File: config.mk
export PLATFORM = sky130hd
export DESIGN_NAME = tick_interval_counter
export DESIGN_NICKNAME = d
export VERILOG_FILES = /design/src/rtl/tick_interval_counter.sv
export SDC_FILE = /design/constraint.sdc
export NUM_CORES = 1
export LEC_CHECK = 0
export CAP_MARGIN = 40
export CORE_UTILIZATION = 40
export DETAILED_ROUTE_END_ITERATION = 12
export MAX_ROUTING_LAYER = met4
export PLACE_DENSITY = 0.64
export SLEW_MARGIN = 10
export SYNTH_ARGS = -nofsm -noshare
export SYNTH_HDL_FRONTEND = slang
export SYNTH_SLANG_ARGS = --single-unit
File: constraint.sdc
create_clock -name clk -period 5.03 [get_ports clk]
set_clock_uncertainty 0.2 [all_clocks]
set_input_delay 0.7545 -clock clk [delete_from_list [all_inputs] [get_ports clk]]
set_output_delay 0.7545 -clock clk [all_outputs]
set_load 0.02 [all_outputs]
File: src/rtl/tick_interval_counter.sv
// Interval counter for the tick period checker.
// Ports:
//   clk, reset   - clock, asynchronous active-high reset
//   tick         - strobe; clears the counter when high
//   meas         - cnt+1, the interval a tick sampled this cycle would measure
//   in_window    - meas lies inside EXPECTED +/- TOL
//   overdue      - no tick this cycle and the last acceptable slot has passed
module tick_interval_counter #(
  parameter int EXPECTED = 500,
  parameter int TOL      = 2,
  parameter int WIDTH    = 14
) (
  input  logic             clk,
  input  logic             reset,
  input  logic             tick,
  output logic [WIDTH-1:0] meas,
  output logic             in_window,
  output logic             overdue
);

  localparam logic [WIDTH-1:0] LO   = WIDTH'(EXPECTED - TOL);
  localparam logic [WIDTH-1:0] HI   = WIDTH'(EXPECTED + TOL);
  localparam logic [WIDTH-1:0] LAST = WIDTH'(EXPECTED + TOL - 1);

  logic [WIDTH-1:0] cnt;

  // Free-runs in IDLE too; any wrap there is harmless because IDLE ignores it,
  // and outside IDLE the timeout stops the interval before cnt passes LAST.
  always_ff @(posedge clk or posedge reset) begin
    if (reset) begin
      cnt <= '0;
    end else if (tick) begin
      cnt <= '0;
    end else begin
      cnt <= cnt + WIDTH'(1);
    end
  end

  assign meas      = cnt + WIDTH'(1);
  assign in_window = (meas >= LO) && (meas <= HI);
  assign overdue   = !tick && (cnt == LAST);

endmodule

==> results of run 1 <==
## worst reg2reg max path, delay by kind of cell (launching register included)
kind	cells	cell delay (ps)
simple gates	4	740
flops	1	500
fa+ha+maj	1	280
xor+xnor	1	250
## per-stage QoR
stage / total power, mW / hold WS [ps]
after detailed placement: 0.147 / 414
after global placement: 0.147 / 411
after floorplan: 0.136 / 357
after CTS: 0.232 / 429
after global routing: 0.241 / 499
final: 0.227 / 422
## synthesized netlist by cell type
master,instances,area share [%]
sky130_fd_sc_hd__dfrtp_1,14,40
sky130_fd_sc_hd__nor2b_1,11,7.8
sky130_fd_sc_hd__xor2_1,11,11
sky130_fd_sc_hd__nand3_1,7,4.0
sky130_fd_sc_hd__nor2_1,6,2.6
sky130_fd_sc_hd__inv_1,5,2.1
sky130_fd_sc_hd__ha_1,3,4.3
sky130_fd_sc_hd__nand2_1,3,1.3
sky130_fd_sc_hd__nand4_1,3,2.1
sky130_fd_sc_hd__nor3_1,3,1.7
sky130_fd_sc_hd__o21ai_0,2,1.1
sky130_fd_sc_hd__a2111oi_2,1,1.7
sky130_fd_sc_hd__a21oi_1,1,0.57
sky130_fd_sc_hd__a22oi_1,1,0.86
sky130_fd_sc_hd__and2b_2,1,1.0
sky130_fd_sc_hd__and3_1,1,0.71
sky130_fd_sc_hd__clkbuf_1,1,0.43
sky130_fd_sc_hd__nand2_2,1,0.71
sky130_fd_sc_hd__nand3_2,1,1.1
sky130_fd_sc_hd__nand3_4,1,2.0
sky130_fd_sc_hd__nand3b_1,1,0.86
sky130_fd_sc_hd__nor4_1,1,0.71
sky130_fd_sc_hd__nor4_2,1,1.4
sky130_fd_sc_hd__nor4_4,1,2.4
sky130_fd_sc_hd__nor4b_2,1,1.7
sky130_fd_sc_hd__o311ai_0,1,1.0
sky130_fd_sc_hd__or3_1,1,0.71
sky130_fd_sc_hd__or4b_2,1,1.1
sky130_fd_sc_hd__xnor2_1,1,1.0
sky130_fd_sc_hd__xnor2_2,1,1.9
## worst paths after layout
kind | slack (ps) | startpoint | to
setup / recovery | 1210 | cnt[0] | in_window
hold / removal | 420 | cnt[0] | cnt[0]
setup reg to reg | 2990 | cnt[0] | cnt[10]
hold reg to reg | 420 | cnt[0] | cnt[0]
max in group asynchronous | 3680 | reset | cnt[6]
min in group asynchronous | 590 | reset | cnt[12]
## metal layers
| metal | wire (um) | global-route usage (%) | vias to the layer above |
|---|---|---|---|
| met1 | 895 | 22.8 | 323 |
| li1 | - | - | 342 |
| met5 | 0 | - | - |
| met4 | 33 | 7.35 | 0 |
| met2 | 789 | 27.1 | 14 |
| met3 | 88 | 7.17 | 5 |
## power by group through the flow
stage,sequential (mW),combinational (mW),clock (mW)
6_report,0.118,0.0271,0.0823
5_1_grt,0.119,0.0304,0.0920
4_1_cts,0.118,0.0277,0.0860
3_5_place_dp,0.120,0.0273,0
3_3_place_gp,0.120,0.0273,0
2_1_floorplan,0.119,0.0164,0
## layout by cell type, fill, tap and decap left out
| cell type | synthesis | routed |
|---|---|---|
| sky130_fd_sc_hd__nand3b_1 | 1 | 1 |
| sky130_fd_sc_hd__clkbuf_8 | 0 | 1 |
| sky130_fd_sc_hd__xnor2_1 | 1 | 1 |
| sky130_fd_sc_hd__and3_1 | 1 | 1 |
| sky130_fd_sc_hd__dfrtp_1 | 14 | 14 |
| sky130_fd_sc_hd__nor3_1 | 3 | 3 |
| sky130_fd_sc_hd__o21ai_0 | 2 | 2 |
| sky130_fd_sc_hd__nand3_2 | 1 | 1 |
| sky130_fd_sc_hd__nand2_1 | 3 | 3 |
| sky130_fd_sc_hd__and2b_2 | 1 | 1 |
| sky130_fd_sc_hd__nand2_2 | 1 | 1 |
| sky130_fd_sc_hd__nand3_1 | 7 | 7 |
| sky130_fd_sc_hd__nor4b_2 | 1 | 1 |
| sky130_fd_sc_hd__xor2_1 | 11 | 11 |
| sky130_fd_sc_hd__inv_1 | 5 | 5 |
| sky130_fd_sc_hd__nor4_1 | 1 | 1 |
| sky130_fd_sc_hd__or4b_2 | 1 | 1 |
| sky130_fd_sc_hd__a22oi_1 | 1 | 1 |
| sky130_fd_sc_hd__nand3_4 | 1 | 1 |
| sky130_fd_sc_hd__clkbuf_4 | 0 | 3 |
| sky130_fd_sc_hd__ha_1 | 3 | 3 |
| sky130_fd_sc_hd__nor2_1 | 6 | 6 |
| sky130_fd_sc_hd__xnor2_2 | 1 | 1 |
| sky130_fd_sc_hd__nand4_1 | 3 | 3 |
| sky130_fd_sc_hd__o311ai_0 | 1 | 1 |
| sky130_fd_sc_hd__clkdlybuf4s50_1 | 0 | 18 |
| sky130_fd_sc_hd__nor4_2 | 1 | 1 |
| sky130_fd_sc_hd__nor4_4 | 1 | 1 |
| sky130_fd_sc_hd__a21oi_1 | 1 | 1 |
| sky130_fd_sc_hd__a2111oi_2 | 1 | 1 |
| sky130_fd_sc_hd__or3_1 | 1 | 1 |
| sky130_fd_sc_hd__nor2b_1 | 11 | 11 |
## area by class of cell
type	instances	area, um^2	share of cell area (%)
multi-input combinational	67	504	44.9
tap	27	33.8	3.01
sequential	14	350	31.2
inverter	5	18.8	1.67
timing repair buffer	18	180	16.0
clock buffer	4	36.3	3.23
## kinds of logic (layout without fill, tap and decap cells)
| group | count (synthesis) | in the layout | synth area share, % |
|---|---|---|---|
| compound gates | 6 | 6 | 5.28 |
| xor+xnor | 13 | 13 | 13.8 |
| fa+ha+maj | 3 | 3 | 4.28 |
| buf+inv | 6 | 27 | 2.57 |
| flops | 14 | 14 | 39.9 |
| simple gates | 45 | 45 | 34.1 |
==> results.cfg, run 1 <==
[run_status]
status = complete, no violations

[setup_path]
critical_path.cell_chain = ha_1, nand3_1, xnor2_1, nand3_1, a2111oi_2, nor4b_2, clkdlybuf4s50_1
critical-path-max-stage-delay_ps = 640
ff2ff_path_depth = 6
crit_path_frequent_cell = sky130_fd_sc_hd__nand3_1
crit_path_top_delay_cell = sky130_fd_sc_hd__clkdlybuf4s50_1
timing.critical_path.max_delay_family = buffers and inverters
timing.critical_path.arrival_ps = 2870
timing_worst_setup_path_type = reg2out
start_kind = register
cp-end-kind = output pin
path_depth = 7
required_ps = 4080
timing.critical_path.buf_inv = 1
path_max_fanout = 8

[placement]
placement.setup.worst_slack_ps = 1400
placedInstanceArea_mm2 = 0.00109
place.detailed.instances = 131
port_buffers = 18
placer_congestion_estimate = 0.751
dpl.hpwl_um = 1340

[clock_network]
post_cts_resize_count = 0
cts_hold_repair.buffers = 0
clock_tree_from_tritoncts = yes
clock_tree.htree_level_count = 1
cts_sinks = 14
clk_latency_ps = 290
post-cts-setup-buffers = 0
cts-root-to-sink-buffers = 2
worst_setup_hold_path_clk_slew_ps = 80
clock_root_buffer = sky130_fd_sc_hd__clkbuf_4
clock_buffers_created_by_tritoncts = 3

[route]
remaining_drc_errors = 0
drtIter0Drc = 5
first_pass_iters = 4
postRouteAntennaNets = 0
viasPerCell = 5.07
dr_total_vias = 684
routed_wl_um = 1810
wl_per_cell_um = 13.4

[sta]
timing.final.setup_violations = 0
period_share_pct = 76.0
worst_pin_slew_ps = 537
timing.fmax_mhz = 262
max-slew-margin-rel_pct = 64.1
grt_setup_unrepaired = no
max_slew_violation_total_from_the_final_report = 0
timing.final.hold_violations = 0
final_critical_path_setup_slack_ps = 1210
min_period_ps = 3820
timing.setup.tns_ps = 0

[pwr]
power.share.clock_pct = 36.2
seqPwrFrac_pct = 51.9
combinationalPowerShare_pct = 11.9
internal_power_summed_over_all_cells_mw = 0.170
leakage_nw = 0.516
switching_share_pct = 25.4
switching_power_mw = 0.0577
cellPowerDensity_mw_per_mm2 = 202
largest_voltage_drop_on_the_vdd_net_mv = 0.170

[synthesis]
syn-mean-instance-area_um2 = 10.1
yosysWarnings = 0
mappedNetlistArea_um2 = 877
syn-instance-count = 87
synth_fp_nets = 93
synth-seq-area-share_pct = 39.9
synth_seq_cells = 14
synth_cell_types = 30

[layout]
finish.net_count = 115
largestRegisters = cnt: 14 flops
post-route-cell-area_mm2 = 0.00112
filler_cell_count = 192
finish.cell_count_without_fillers = 135
utilization_after_layout_pct = 56.1
regMostFlops = cnt
largest_reg_flops = 14
antenna_cells_inserted = 0
syn2layout_area_growth_pct = 28.1
final_layout_size_suffix_gt1_share_pct = 13.0

[floorplanning]
io_pins = 19
core_area_mm2 = 0.00200
fp.dieW_um = 48.8
core.rowCount = 16
initial_core_utilization_pct = 43.8
die_height_um = 48.8
design.die.area_mm2 = 0.00238

[grt]
grt_start_max_net_pins = 16
vias_in_the_first_global_route = 680
grtUsageTotal_pct = 18.5
gr-total-overflow = 0
grt_first_pass_wirelength_um = 3190
grt_antenna_before_repair = 0

[min_path]
whs_path_depth = 1
hold_class = reg2reg

[job]
count_of_maximum_capacitance_violations = 0
No activity file was read; power rests on OpenSTA's default activity.
==> run 2: changes to the inputs <==
--- a/config.mk
+++ b/config.mk
@@ -9,7 +9,7 @@
 export CORE_UTILIZATION = 40
 export DETAILED_ROUTE_END_ITERATION = 12
 export MAX_ROUTING_LAYER = met4
-export PLACE_DENSITY = 0.64
+export PLACE_DENSITY = 0.67
 export SLEW_MARGIN = 10
 export SYNTH_ARGS = -nofsm -noshare
 export SYNTH_HDL_FRONTEND = slang
==> constraint.sdc (replaced) <==
create_clock -name clk -period 3.1 [get_ports clk]
set_clock_uncertainty 0.2 [all_clocks]
set_input_delay 0.465 -clock clk [delete_from_list [all_inputs] [get_ports clk]]
set_output_delay 0.465 -clock clk [all_outputs]
set_load 0.02 [all_outputs]
==> results.cfg, run 2 (same netlist as run 1, synthesis figures left out) <==
[sta]
final_critical_path_setup_slack_ps = 156
min_period_ps = 2940
max-slew-margin-rel_pct = 61.7
max_slew_violation_total_from_the_final_report = 0
worst_pin_slew_ps = 574
grt_setup_unrepaired = no
timing.fmax_mhz = 340
timing.setup.tns_ps = 0
timing.final.setup_violations = 0
timing.final.hold_violations = 0
period_share_pct = 95.0

[setup_path]
ff2ff_path_depth = 6
path_max_fanout = 7
reg2reg_slack_ps = 1140
rr_endpoint = cnt[10]
timing.critical_path.arrival_ps = 2280
start_kind = register
timing_worst_setup_path_type = reg2out
reg2reg_from = cnt[1]
required_ps = 2430
cp-end-kind = output pin

[floorplanning]
die_height_um = 48.8
initial_core_utilization_pct = 43.8
design.die.area_mm2 = 0.00238
fp.dieW_um = 48.8
core_area_mm2 = 0.00200
io_pins = 19
core.rowCount = 16

[route]
routed_wl_um = 1960
wl_per_cell_um = 14.0
postRouteAntennaNets = 0
viasPerCell = 5.12
remaining_drc_errors = 0
dr_total_vias = 717
drtIter0Drc = 8
first_pass_iters = 4

[clock_network]
clock_buffers_created_by_tritoncts = 3
worst_setup_hold_path_clk_slew_ps = 80
clock_tree.htree_level_count = 1
cts-root-to-sink-buffers = 2
clock_root_buffer = sky130_fd_sc_hd__clkbuf_4
clock_tree_from_tritoncts = yes
clk_latency_ps = 290
cts_sinks = 14

[grt]
gr-total-overflow = 0
grtUsageTotal_pct = 19.5
grt_antenna_before_repair = 0
grt_first_pass_wirelength_um = 3330
grt_start_max_net_pins = 15
vias_in_the_first_global_route = 737

[min_path]
hold_class = in2async

[layout]
syn2layout_area_growth_pct = 33.5
final_layout_size_suffix_gt1_share_pct = 19.5
antenna_cells_inserted = 0
largestRegisters = cnt: 14 flops
filler_cell_count = 183
final_cell_mix = sky130_fd_sc_hd__clkdlybuf4s50_1, sky130_fd_sc_hd__dfrtp_1, sky130_fd_sc_hd__xor2_1, sky130_fd_sc_hd__nor2b_1
regMostFlops = cnt
final_common_cell = sky130_fd_sc_hd__clkdlybuf4s50_1
finish.net_count = 121
largest_reg_flops = 14

[placement]
placer_congestion_estimate = 0.815
placement.setup.worst_slack_ps = 59.4
dpl.hpwl_um = 1470
port_buffers = 18

[pwr]
internal_power_summed_over_all_cells_mw = 0.253
combinationalPowerShare_pct = 14.4
leakage_nw = 0.598
seqPwrFrac_pct = 55.4
largest_voltage_drop_on_the_vdd_net_mv = 0.236
power.share.clock_pct = 30.2
switching_share_pct = 26.6
cellPowerDensity_mw_per_mm2 = 294
switching_power_mw = 0.0917

[job]
count_of_maximum_capacitance_violations = 0

[run_status]
status = complete, no violations
==> run 2: routing by layer <==
| metal | GRT usage, % | routed length (um) |
|---|---|---|
| met3 | 6.54 | 86 |
| met4 | 4.41 | 16 |
| met1 | 22.8 | 900 |
| met2 | 32.4 | 954 |
| met5 | - | 0 |
==> run 2: metrics by stage <==
stage                     power [mW]  util (%)  hold slack, ps  cells  area (um^2)
final                          0.344      58.5             328    140         1170
after global routing           0.365      58.5             356    140         1170
after CTS                      0.351      57.6             340    140         1150
after detailed placement       0.244      56.6             460    137         1130
after global placement         0.244      56.6             435    137         1130
after floorplan                0.220         -             154     87          877
==> run 2: worst max-delay path by stage <==
| stage | start | end | slack (ps) | cells after the start |
|---|---|---|---|---|
| after floorplan | cnt[0] | in_window | 220 | 6 |
| after global placement | cnt[0] | in_window | 30 | 6 |
| after detailed placement | cnt[0] | in_window | 60 | 7 |
| after CTS | cnt[0] | meas[13] | 4 | 6 |
| after global routing | cnt[0] | in_window | 10 | 7 |
| final | cnt[9] | overdue | 160 | 3 |
==> run 2: what timing repair did <==
item                                    4_1_cts  5_1_grt
buffers inserted                              0        0
hold buffers                                  0        0
endpoints found under the setup margin        2        3
gates resized for setup                       2       10
==> run 2: cell type report <==
| class | instances | area, um^2 | area share, % |
|---|---|---|---|
| well taps | 27 | 33.8 | 2.88 |
| multi-input cells | 67 | 518 | 44.2 |
| clock buffers | 3 | 22.5 | 1.92 |
| inverters | 5 | 18.8 | 1.60 |
| flip-flops and latches | 14 | 352 | 30.0 |
| repair buffers | 24 | 226 | 19.3 |
==> run 2: worst max-delay path: stages (launching register included) <==
cell and delay, ps:
sky130_fd_sc_hd__dfrtp_1 470, sky130_fd_sc_hd__or4b_2 690, sky130_fd_sc_hd__nor3_1 190, sky130_fd_sc_hd__clkdlybuf4s50_1 640
==> run 2: power by group through the flow <==
stage	clock network (mW)	logic [mW]	registers (mW)
2_1_floorplan	0	0.0267	0.194
3_3_place_gp	0	0.0499	0.194
3_5_place_dp	0	0.0495	0.194
4_1_cts	0.110	0.0501	0.191
5_1_grt	0.119	0.0546	0.192
6_report	0.104	0.0496	0.191
